### src/rtl/imem_loader.sv
// imem_loader: boot-time loader that turns a framed byte stream into instruction-memory word writes
// Ports:
//   clk, rst        rising-edge clock, asynchronous active-low reset
//   restart         1-cycle pulse: abort any load and re-arm for a new frame
//   in_valid/in_ready/in_data   byte stream handshake (in_ready is registered)
//   mem_we/mem_addr/mem_wdata   instruction-memory write port, one strobe per word
//   cpu_hold        1 keeps the core's fetch/PC in reset until the image is loaded
//   load_done       image loaded (and verified when checksumming), sticky
//   load_err        checksum mismatch, sticky (tied 0 without checksumming)
// Frame: LEN (16-bit word count, high byte first), LEN words high byte first,
// then one XOR checksum byte over the word bytes when IMEM_LOADER_CHECKSUM_EN is defined.
module imem_loader #(
  parameter int ADDR_W     = 20,
  parameter int START_ADDR = 0
) (
  input  logic              clk,
  input  logic              rst,
  input  logic              restart,
  input  logic              in_valid,
  input  logic [7:0]        in_data,
  output logic              in_ready,
  output logic              mem_we,
  output logic [ADDR_W-1:0] mem_addr,
  output logic [15:0]       mem_wdata,
  output logic              cpu_hold,
  output logic              load_done,
  output logic              load_err
);

  localparam logic [ADDR_W-1:0] START = ADDR_W'(START_ADDR);

  typedef enum logic [2:0] {
    LEN_HI, LEN_LO, DATA_HI, DATA_LO, WRITE, DONE
`ifdef IMEM_LOADER_CHECKSUM_EN
    , CHK, ERROR
`endif
  } state_t;

  state_t            state;
  logic [ADDR_W-1:0] addr;
  logic [15:0]       cnt;
  logic [15:0]       len;
  logic [7:0]        word_hi;
  logic              acc;

  assign acc = in_valid & in_ready;

`ifdef IMEM_LOADER_CHECKSUM_EN
  logic [7:0] chk;
`else
  assign load_err = 1'b0;
`endif

  // in_ready is registered, so every transition also sets the in_ready value
  // that belongs to the state being entered.
  always_ff @(posedge clk or negedge rst) begin
    if (!rst) begin
      state     <= LEN_HI;
      addr      <= START;
      cnt       <= '0;
      len       <= '0;
      word_hi   <= '0;
      in_ready  <= 1'b0;
      mem_we    <= 1'b0;
      mem_addr  <= START;
      mem_wdata <= '0;
      cpu_hold  <= 1'b1;
      load_done <= 1'b0;
`ifdef IMEM_LOADER_CHECKSUM_EN
      chk       <= '0;
      load_err  <= 1'b0;
`endif
    end else if (restart) begin
      // a byte accepted in this cycle is dropped; a write already strobed has completed
      state     <= LEN_HI;
      addr      <= START;
      cnt       <= '0;
      in_ready  <= 1'b1;
      mem_we    <= 1'b0;
      cpu_hold  <= 1'b1;
      load_done <= 1'b0;
`ifdef IMEM_LOADER_CHECKSUM_EN
      chk       <= '0;
      load_err  <= 1'b0;
`endif
    end else begin
      mem_we <= 1'b0;
      case (state)
        LEN_HI: begin
          in_ready <= 1'b1;
          if (acc) begin
            len[15:8] <= in_data;
            state     <= LEN_LO;
          end
        end
        LEN_LO: begin
          if (acc) begin
            len[7:0] <= in_data;
            if ({len[15:8], in_data} != 16'd0) begin
              state <= DATA_HI;
            end else begin
`ifdef IMEM_LOADER_CHECKSUM_EN
              state <= CHK;
`else
              state     <= DONE;
              in_ready  <= 1'b0;
              load_done <= 1'b1;
              cpu_hold  <= 1'b0;
`endif
            end
          end
        end
        DATA_HI: begin
          if (acc) begin
            word_hi <= in_data;
            state   <= DATA_LO;
`ifdef IMEM_LOADER_CHECKSUM_EN
            chk     <= chk ^ in_data;
`endif
          end
        end
        DATA_LO: begin
          if (acc) begin
            state     <= WRITE;
            in_ready  <= 1'b0;
            mem_we    <= 1'b1;
            mem_addr  <= addr;
            mem_wdata <= {word_hi, in_data};
`ifdef IMEM_LOADER_CHECKSUM_EN
            chk       <= chk ^ in_data;
`endif
          end
        end
        WRITE: begin
          addr <= addr + 1'b1;
          cnt  <= cnt + 16'd1;
          if (cnt + 16'd1 != len) begin
            state    <= DATA_HI;
            in_ready <= 1'b1;
          end else begin
`ifdef IMEM_LOADER_CHECKSUM_EN
            state    <= CHK;
            in_ready <= 1'b1;
`else
            state     <= DONE;
            in_ready  <= 1'b0;
            load_done <= 1'b1;
            cpu_hold  <= 1'b0;
`endif
          end
        end
`ifdef IMEM_LOADER_CHECKSUM_EN
        CHK: begin
          if (acc) begin
            in_ready <= 1'b0;
            if (in_data == chk) begin
              state     <= DONE;
              load_done <= 1'b1;
              cpu_hold  <= 1'b0;
            end else begin
              state    <= ERROR;
              load_err <= 1'b1;
            end
          end
        end
`endif
        default: in_ready <= 1'b0;
      endcase
    end
  end

endmodule

### config.mk
export PLATFORM = sky130hd
export DESIGN_NAME = imem_loader
export DESIGN_NICKNAME = d
export VERILOG_FILES = /design/src/rtl/imem_loader.sv
export SDC_FILE = /design/constraint.sdc
export NUM_CORES = 1
export LEC_CHECK = 0
export BUFFER_PORTS_ARGS = -buffer_cell sky130_fd_sc_hd__clkbuf_2
export CAP_MARGIN = 20
export CORE_ASPECT_RATIO = 1.75
export CORE_MARGIN = 4
export CORE_UTILIZATION = 35
export DETAILED_ROUTE_END_ITERATION = 8
export PLACE_DENSITY = 0.59
export SYNTH_ARGS = -nofsm -noshare
export SYNTH_HDL_FRONTEND = slang
export SYNTH_SLANG_ARGS = --single-unit
### constraint.sdc
create_clock -name clk -period 3 [get_ports clk]
set_input_delay 0.45 -clock clk [delete_from_list [all_inputs] [get_ports clk]]
set_output_delay 0.45 -clock clk [all_outputs]
set_load 0.03 [all_outputs]
[Word level (Yosys, flattened, before mapping)]
Index checks and enable logic that the tools add are counted.
Operators by class
  add/subtract/negate cells: 2
  equality and inequality tests: 12
  multiplexer cells: 29
  bitwise operators: 2
  reduce and logical (&&, ||, !) cells: 12
Operator list (count)
  two-way mux 20 bit: 2
  two-way mux 16 bit: 2
  two-way mux 3 bit: 7
  adder 20 x 1 -> 20 bit (second input constant): 1
  inequality test 3 bit (second input constant): 6
  adder 16 x 1 -> 16 bit (second input constant): 1
  inequality test 16 bit: 1
  nonzero test 16 bit: 1
  one-hot mux 3 bit (5 select lines): 1
  two-way mux 1 bit: 14
  AND reduction 3 bit: 4
  AND reduction 4 bit: 2
  equality test 3 x 2 -> 1 bit (second input constant): 2
  nonzero test 6 bit: 1
  one-hot mux 1 bit (5 select lines): 1
  AND reduction 5 bit: 1
  one-hot mux 1 bit (2 select lines): 2
  equality test 3 x 1 -> 1 bit (second input constant): 1
  equality test 3 bit (second input constant): 1
  logical NOT 3 bit: 1
  nonzero test 3 bit: 1
  inequality test 2 bit (second input constant): 1
  nonzero test 2 bit: 1
  bitwise AND 1 bit: 1
  NOT 1 bit: 1
Storage, ports and cells
  register bits: 103
  logic and storage cells: 69

[Logic depth before layout (Yosys ltp)]
Gate-level depths: netlist (run 1).
  depth in word-level cells: 5
  depth in mapped cells: 9

[Least setup slack after synthesis (run 1)]
OpenSTA, ideal clock, no wires.
  path type: register to register
  start point: reg cnt[0]
  end point: reg in_ready
  data arrival time: 2.125 ns
  required time: 2.869 ns
  setup slack: 0.744 ns
  stages on the path, launching flop included: 10
  cells stage by stage: dfrtp_1 ha_1 and3_1 buf_6 nand2_1 nor4_1 o21ai_1 a2111oi_4 nor3_1 or3_1
Between the ends
  cells in the longest elaborated chain, start to end: 5
RTL lines
  start: declaration: line 41  | logic [15:0] cnt;
  start signal: assignment: line 136  | cnt <= cnt + 16'd1;
  adder 16 x 1 -> 16 bit: line 137  | if (cnt + 16'd1 != len) begin
  inequality test 16 bit: line 137
  two-way mux 1 bit: line 137
  one-hot mux 1 bit (5 select lines): line 88  | case (state)
  two-way mux 1 bit: line 73  | end else if (restart) begin
  end signal: assignment: line 78  | in_ready <= 1'b1;
  end signal: assignment: line 90  | in_ready <= 1'b1;
  end signal: assignment: line 139  | in_ready <= 1'b1;
  end: declaration: line 21  | output logic in_ready,
No other way between the ends.
A chain may end at the register's enable or synchronous reset.

[Final worst setup path (run 1)]
Same ends and word-level chain as after synthesis.

==> metrics, run 1 <==
average vias per placed instance=between 5 and 6; Die W=approximately 100 um; CTS Buf Count=9; synth warn=0; RSZ-0062 raised after global routing=false; Yosys reg bits=103; Hold Crit Depth=2; first-pass GRT wire length=about 17000 um; PortBufs=between 50 and 60; reg-to-reg startpoint=cnt[0]; Worst-Margin Slew=about 0.73 ns; Clock Skew=just under 0.009 ns; Comb power frac=13.9%; area delta synth->final=15.4%; Synth Area per Inst=between 10 and 15 um2; Final setup viols=0; Final Worst Setup Slack=roughly 0.45 ns; H-tree levels=3; sequential cell area fraction in the yosys report=52.4%; initial core utilization=a little over a third; Slew Viols, Final=0; GP Congestion=between 0.9 and 1; Switch Pwr=885 uW; Pwr per Cell Area=a little over 600 nW/um2; DR iter-0 viols=~210; I/O pins=53; worst reg2reg path depth=8; worst r2r dst=in_ready; die area=16100 um2; final non-filler cell total=around 660; Register Area=approximately 2600 um2; fillers=1368; row cnt=57; run status=finished clean; top-area cell type share of the netlist area=around 52%; WP data arrival=around 2.8 ns; clk sinks=between 100 and 150; Detail Route Antenna Nets=0; Setup WS pre-CTS=0.448 ns; post-CTS setup buffer count=0; CTS tree=built; n_diodes=0; Post-Route WL=10100 um; die height=~160 um; Clock power frac=around 40%; Synth area leaders=dfrtp_1 52%, mux2_2 14%, xnor2_1 4.3%; Post-Place Cells=around 640; syn_nets=approximately 450; Clk Latency, worst-skew pair=~0.35 ns; number of synthesized flops with an enable pin=0; Final Net Count=491; crit end category=flop; crit path kind=reg2reg; Final TNS setup=0 ns; Top FF cell, synth=dfrtp_1; clock-pin transition on the worst setup and hold timing paths=roughly 0.070 ns; CP max FO=10; vias in the first global route=about 3500; placed wire-length estimate=approximately 7400 um; Int Power=about 2.7 mW; Tcrit/Tclk final=85.0%; clk root buf=clkbuf_16; async set-reset flop share out of synthesis=100%; Flop pwr share=46.6%; M1 WL=4190 um; Top Metal Used=met4; reg2reg setup slack=between 0.4 and 0.5 ns; via count=approximately 3400; antenna violations before repair=0; cell taking the most area after synthesis=dfrtp_1; clock buffer depth=2; library cells used by synthesis=roughly 50; Routed met3 length=around 270 um; Post-Syn Instances=between 400 and 500; Worst Setup SP=cnt[0]; Worst Hold Class=in2reg; metal2 WL=about 5200 um; share of cells above drive strength 1=28.9%; min Tclk post-route=roughly 2.6 ns; # DRC=0; Tot GR Track Use=between 10 and 15%; Leakage=about 2.5 nW; top-count cell post-synth=dfrtp_1; max-cap violation count=0; Overflow after GRT=0; highest clock rate=0.392 GHz; wire length per cell=around 15 um; First-pass DRT Iterations=4; Core Box Area=~14000 um2; most common library cells after synthesis=102 x dfrtp_1, 60 x mux2_2, 38 x nor2_1; Multi-input gate area=between 2000 and 2500 um2; relative slew slack=between 50% and 60%; sw frac=between 20% and 30%; largest net degree at the start of global routing=90; required time of the worst setup path=~3.2 ns; Mapped Area=4920 um2; Hold Fails Final Rpt=0; Critical path destination=in_ready; Worst VDD drop=approximately 0.34 mV; crit start category=flop
-- repair_timing --
item / 4_1_cts / 5_1_grt
hold buffers: 1 / 0
gates resized for setup: 0 / 0
hold endpoints to repair: 14 / 0
-- how the worst min path moves through the flow --
stage | start | end
floorplan | rst | addr[0]
CTS | in_data[4] | len[12]
detailed placement | rst | mem_addr[18]
finish | in_data[0] | mem_wdata[0]
global placement | rst | mem_addr[19]
global route | in_data[5] | len[5]
-- metal layers --
metal,vias up,global-route usage [%]
met5,-,0
met4,0,7.50
met3,27,2.62
met2,63,22.7
met1,1693,16.1
li1,1597,-
-- per-stage QoR --
step	util [%]	hold WS [ns]	area [um2]	total power, mW
CTS	41.1	0.410	5680	3.58
global route	41.1	0.432	5680	3.69
global placement	38.4	0.313	5310	2.15
finish	41.1	0.417	5680	3.54
floorplan	-	0.154	4920	2.00
detailed placement	38.4	0.322	5310	2.17
-- registers in the layout, summed over array words and instances (netlist names) --
signal and flops:
addr 20, cnt 16, cpu_hold 1, in_ready 1
len 16, load_done 1, mem_addr 20, mem_wdata 16
mem_we 1, state 3, word_hi 8
-- logic make-up (layout without fill, tap and decap cells) --
group                      after synthesis  after routing  synth area share [%]
other                                    1              1                0.0762
AOI/OAI and AO/OA                       42             42                  5.92
and+or+nand+nor                        146            146                  15.2
DFF                                    103            103                  52.4
xor gates and xnor gates                47             47                  8.36
muxes                                   63             63                  14.3
buffers and inverters                   30             77                  3.23
adders and majority gates                2              2                 0.508
-- critical path, cell delays in order, from the launching register on --
cell	delay (ns)
dfrtp_1	0.46
ha_1	0.25
and3_1	0.35
nand2_1	0.15
nor4_1	0.29
o21ai_1	0.15
a2111oi_4	0.41
nor3_1	0.07
or3_1	0.31
-- final cells by class --
class                   instances  share of cell area, %
flip-flops and latches        103                   45.4
multi-input cells             301                   38.5
repair buffers                 56                   5.46
clock buffers                  10                   4.03
well taps                     177                   3.90
clock inverters                 5                   2.27
inverters                       6                  0.396
-- power by group through the flow --
stage               combinational (mW)  clock [mW]  sequential [mW]
finish                           0.492        1.40             1.65
global route                     0.541        1.48             1.67
CTS                              0.500        1.43             1.65
detailed placement               0.498           0             1.68
global placement                 0.484           0             1.67
floorplan                        0.285           0             1.71
-- cell usage in the layout, fill, tap and decap left out, types with 2 or more instances in the layout --
cell type	instances
and3_1	5
a41oi_1	2
nor3b_2	2
nor4_1	8
clkbuf_2	50
o22ai_1	3
nand3_1	13
dfrtp_1	102
ha_1	2
bufinv_16	4
o21ai_0	7
nor2b_1	2
nor3_1	7
nor3_2	2
mux2_2	60
o31ai_2	2
nand2b_1	3
clkbuf_16	9
buf_4	4
a21oi_1	13
nand2_1	35
a31oi_1	3
nor2_1	38
o21ai_1	2
and4_1	5
xnor2_1	24
or3_1	5
inv_1	6
o31ai_1	2
nand4_1	15
mux2i_1	3
xor2_1	23
No activity file was read; power rests on OpenSTA's default activity.
==> run 2: changes to the inputs <==
--- a/config.mk
+++ b/config.mk
@@ -11,6 +11,7 @@
 export CORE_MARGIN = 4
 export CORE_UTILIZATION = 35
 export DETAILED_ROUTE_END_ITERATION = 8
+export MAX_ROUTING_LAYER = met4
 export PLACE_DENSITY = 0.59
 export SYNTH_ARGS = -nofsm -noshare
 export SYNTH_HDL_FRONTEND = slang
==> metrics, run 2 (synthesis results as in run 1) <==
required time of the worst setup path=3.22 ns (about the same); highest clock rate=0.379 GHz (-3.2%); n_diodes=0 (unchanged); wire length per cell=15.9 um (+3.1%); antenna violations before repair=0 (unchanged); share of cells above drive strength 1=28.8% (-0.060 points); H-tree levels=3 (unchanged); Pwr per Cell Area=588 nW/um2 (-5.6%); clock buffer depth=2 (unchanged); run status=finished clean; clk sinks=103 (unchanged); PortBufs=51 (unchanged); # resized after CTS=0 (unchanged); die height=165 um (unchanged); vias in the first global route=3515 (+0.66%); total power=3.30 mW (-6.7%); row cnt=57 (unchanged); Worst Hold Class=in2reg; Hold Fails Final Rpt=0 (unchanged); GP Congestion=0.960 (+2.4%); I/O pins=53 (unchanged); gr busiest metal=met2; Clock Skew=0.00775 ns (-0.00110 ns); Tcrit/Tclk final=87.8% (+2.8 points); Post-Route WL=10500 um (+3.2%); Slew Viols, Final=0 (unchanged); DR iter-0 viols=261 (+26%); via count=3414 (+1.0%); average vias per placed instance=5.18 (+0.85%); Flop pwr share=49.9% (+3.3 points); clk root buf=clkbuf_16; RSZ-0062 raised after global routing=false; Largest regs=addr x20, mem_addr x20; M1 GR Usage=16.8% (+0.62 points); Detail Route Antenna Nets=0 (unchanged); Comb power frac=14.9% (+1.0 points); CP max-delay cell=dfrtp_1; CTS tree=built; most common cell after layout, fill and taps aside=dfrtp_1; met3 GRT Util=2.41% (-0.21 points); Switch Pwr=900 uW (+1.7%); area delta synth->final=14.1%; Int Power=2.40 mW (-9.4%); largest net degree at the start of global routing=90 (unchanged); crit end category=flop; cts-stage hold buffer count=1 (unchanged); delay of the slowest cell on the worst path=0.46 ns (about the same); Worst VDD drop=0.352 mV (+2.1%); Clock power frac=35.2% (-4.3 points); Final Net Count=491 (unchanged); Final TNS setup=0 ns (unchanged); Overflow after GRT=0 (unchanged); placed wire-length estimate=7380 um (about the same); sw frac=27.2% (+2.2 points); crit path kind=reg2reg; # DRC=0 (unchanged); Setup WS pre-CTS=0.414 ns (-0.0344 ns); Leakage=2.48 nW (-1.5%); Die W=97.6 um (unchanged); CTS Buf Count=9 (unchanged); max-cap violation count=0 (unchanged); min Tclk post-route=2.64 ns (+0.0848 ns); Tot GR Track Use=14.1% (+0.61 points); First-pass DRT Iterations=4 (unchanged); Final setup viols=0 (unchanged); first-pass GRT wire length=17900 um (+2.2%); WP data arrival=2.85 ns (+0.08 ns); CP Cell Sequence=ha_1, and3_1, nand2_1, nor4_1, o21ai_1, a2111oi_4, nor3_1, or3_1; fillers=1389 (+1.5%); Clk Latency, worst-skew pair=0.34 ns (about the same); relative slew slack=51.4% (+0.44 points); Core Box Area=13800 um2 (unchanged); clock-pin transition on the worst setup and hold timing paths=0.07 ns (about the same); CP max FO=10 (unchanged); most frequent cells in the layout=102 x dfrtp_1, 60 x mux2_2, 50 x clkbuf_2; Final Worst Setup Slack=0.365 ns (-0.0848 ns); crit start category=flop; die area=16100 um2 (unchanged); initial core utilization=35.6% (unchanged); post-CTS setup buffer count=0 (unchanged); met2 Use GR=23.2% (+0.50 points); Worst-Margin Slew=0.724 ns (-0.00650 ns)
## run 2: critical path, delay by kind of cell (launching register included)
| kind | cells | cell delay [ns] |
|---|---|---|
| and+or+nand+nor | 5 | 1.23 |
| AOI/OAI and AO/OA | 2 | 0.57 |
| DFF | 1 | 0.46 |
| adders and majority gates | 1 | 0.26 |
## run 2: power groups by stage
stage / Combinational [mW] / Sequential, mW / Clock (mW)
final: 0.493 / 1.65 / 1.16
after global routing: 0.543 / 1.67 / 1.25
after CTS: 0.500 / 1.65 / 1.19
after detailed placement: 0.497 / 1.67 / 0
after global placement: 0.484 / 1.67 / 0
after floorplan: 0.285 / 1.71 / 0
## run 2: cell type report
class	count	area (um2)	share of cell area [%]
flip-flops and latches	103	2580	45.9
multi-input cells	301	2190	39.0
repair buffers	56	310	5.53
clock buffers	11	233	4.15
well taps	177	221	3.94
clock inverters	5	58.8	1.05
inverters	6	22.5	0.401
## run 2: final timing paths
path                       cells after the start       start  slack (ns)             to
max in group asynchronous                      3         rst        1.76        len[13]
min in group asynchronous                      2         rst        0.50   mem_addr[12]
min reg2reg                                    1  word_hi[2]        0.50  mem_wdata[10]
min                                            2  in_data[7]        0.43   mem_wdata[7]
max                                            8      cnt[0]        0.36       in_ready
max reg2reg                                    8      cnt[0]        0.36       in_ready
## run 2: layer usage
| metal | vias up | wire length [um] | share of wire [%] |
|---|---|---|---|
| li1 | 1609 | - | - |
| met1 | 1695 | 4400 | 42 |
| met2 | 85 | 5390 | 52 |
| met3 | 25 | 283 | 2.7 |
| met4 | 0 | 369 | 3.5 |
| met5 | - | 0 | 0 |
## run 2: through the flow
stage | area [um2] | cells | util, % | hold slack (ns)
2_1_floorplan | 4920 | 434 | - | 0.154
3_3_place_gp | 5310 | 642 | 38.4 | 0.313
3_5_place_dp | 5310 | 642 | 38.4 | 0.322
4_1_cts | 5610 | 659 | 40.6 | 0.412
5_1_grt | 5610 | 659 | 40.6 | 0.431
6_report | 5610 | 659 | 40.6 | 0.426
==> run 3: changes to the inputs <==
==> constraint.sdc (replaced) <==
create_clock -name clk -period 2.8 [get_ports clk]
set_input_delay 0.42 -clock clk [delete_from_list [all_inputs] [get_ports clk]]
set_output_delay 0.42 -clock clk [all_outputs]
set_load 0.03 [all_outputs]
==> metrics, run 3 (synthesis results as in run 1) <==
die height=165 um (unchanged); wire length per cell=15.7 um (-1.2%); vias in the first global route=3407 (-3.1%); Worst-Margin Slew=0.748 ns (+0.0240 ns); clock buffer depth=2 (unchanged); min Tclk post-route=2.51 ns (-0.130 ns); area delta synth->final=14.1% (about the same); reg-to-reg startpoint=cnt[0]; row cnt=57 (unchanged); Final TNS setup=0 ns (unchanged); clk root buf=clkbuf_16; reg2reg setup slack=0.29 ns (-0.07 ns); crit start category=flop; Detail Route Antenna Nets=0 (unchanged); Post-Route WL=10300 um (-1.1%); run status=finished clean; WHS=0.138 ns (-0.288 ns); clk sinks=103 (unchanged); Worst VDD drop=0.371 mV (+5.5%); I/O pins=53 (unchanged); n_diodes=0 (unchanged); most frequent cells in the layout=102 x dfrtp_1, 60 x mux2_2, 50 x clkbuf_2; initial core utilization=35.6% (unchanged); crit end category=flop; total power=3.52 mW (+6.7%); share of cells above drive strength 1=29.6% (+0.77 points); max-cap violation count=0 (unchanged); clock-pin transition on the worst setup and hold timing paths=0.07 ns (about the same); Pwr per Cell Area=627 nW/um2 (+6.6%); Tot GR Track Use=13.9% (-0.22 points); average vias per placed instance=5.16 (-0.33%); Final Net Count=494 (+0.61%); Post-Place Cell Area=5330 um2 (+0.33%); first-pass GRT wire length=17500 um (-2.2%); GP Congestion=0.963 (+0.30%); cts-stage hold buffer count=0 (-1); Tcrit/Tclk final=89.5% (+1.6 points); worst reg2reg path depth=8 (unchanged); most common cell after layout, fill and taps aside=dfrtp_1; crit path kind=reg2reg; Hold Fails Final Rpt=0 (unchanged); WP data arrival=2.72 ns (-0.13 ns); die area=16100 um2 (unchanged); Register Area=2580 um2 (unchanged); Die W=97.6 um (unchanged); # DRC=0 (unchanged); Core Box Area=13800 um2 (unchanged); Clk Latency, worst-skew pair=0.34 ns (about the same); First-pass DRT Iterations=4 (unchanged); Worst Hold Class=in2async; CTS tree=built; highest clock rate=0.399 GHz (+5.2%); placed wire-length estimate=7550 um (+2.2%); Clock Skew=0.00462 ns (-0.00313 ns); CP max FO=10 (unchanged); H-tree levels=3 (unchanged); required time of the worst setup path=3.02 ns (-0.20 ns); Finished Cell Area=5620 um2 (about the same); via count=3408 (-0.18%); Slew Viols, Final=0 (unchanged); Largest regs=addr x20, mem_addr x20; Leakage=2.50 nW (+0.67%); CTS Buf Count=9 (unchanged); fillers=1370 (-1.4%); relative slew slack=50.1% (-1.3 points); RSZ-0062 raised after global routing=false; Overflow after GRT=0 (unchanged); Multi-input gate area=2190 um2 (about the same); worst r2r dst=in_ready; antenna violations before repair=0 (unchanged); DR iter-0 viols=184 (-30%); Final setup viols=0 (unchanged); largest net degree at the start of global routing=59 (-34%); PortBufs=51 (unchanged)
[run 3: cell count changes in the layout (fill, tap and decap cells not counted), sizes merged]
cell / change
buf: +4
clkinv: -1
clkinvlp: -2
dlygate4sd3: -1
inv: +1
[run 3: where the power goes]
| part | internal (mW) | switching [mW] | total (mW) |
|---|---|---|---|
| registers | 1.64 | 0.122 | 1.76 |
| logic | 0.239 | 0.290 | 0.529 |
| clock network | 0.710 | 0.520 | 1.23 |
| total | 2.59 | 0.932 | 3.52 |
[run 3: worst max path at each step]
| stage | from | endpoint | slack [ns] | cells past startpoint |
|---|---|---|---|---|
| after floorplan | cnt[0] | in_ready | 0.54 | 9 |
| after global placement | cnt[0] | in_ready | 0.31 | 8 |
| after detailed placement | cnt[0] | in_ready | 0.24 | 8 |
| after CTS | cnt[0] | in_ready | 0.23 | 8 |
| after global routing | cnt[0] | in_ready | 0.07 | 8 |
| final | cnt[0] | in_ready | 0.29 | 8 |
[run 3: layer usage]
layer  wire, um  track usage, %  part of all wire (%)
met4        251            5.48                   2.4
met1       4340            16.2                    42
met5          0               -                     0
met3        232            2.45                   2.2
met2       5520            23.7                    53
[run 3: cell type report]
cell class,count,share of cell area [%]
Clock buffer,11,4.32
Clock inverter,3,0.780
Tap cell,177,3.94
Sequential cell,103,45.9
Multi-Input combinational cell,301,39.0
Timing Repair Buffer,59,5.66
Inverter,6,0.401
[run 3: through the flow]
step	util [%]	instances	setup WS, ns
detailed placement	38.5	646	0.242
CTS	40.6	660	0.228
finish	40.6	660	0.295
floorplan	-	434	0.544
global placement	38.5	646	0.308
global route	40.6	660	0.0654
[run 3: worst max-delay path, cell delays in order (launching register included)]
cell and delay [ns]:
dfrtp_1 0.47, ha_1 0.27, and3_2 0.30, nand2_1 0.12, nor4_1 0.29, o21ai_1 0.15
a2111oi_4 0.42, nor3_1 0.07, or3_1 0.31
[run 3: what timing repair did]
action / 4_1_cts / 5_1_grt
gates resized for setup: 0 / 1
endpoints found under the setup margin: 0 / 1
buffers inserted: 0 / 0
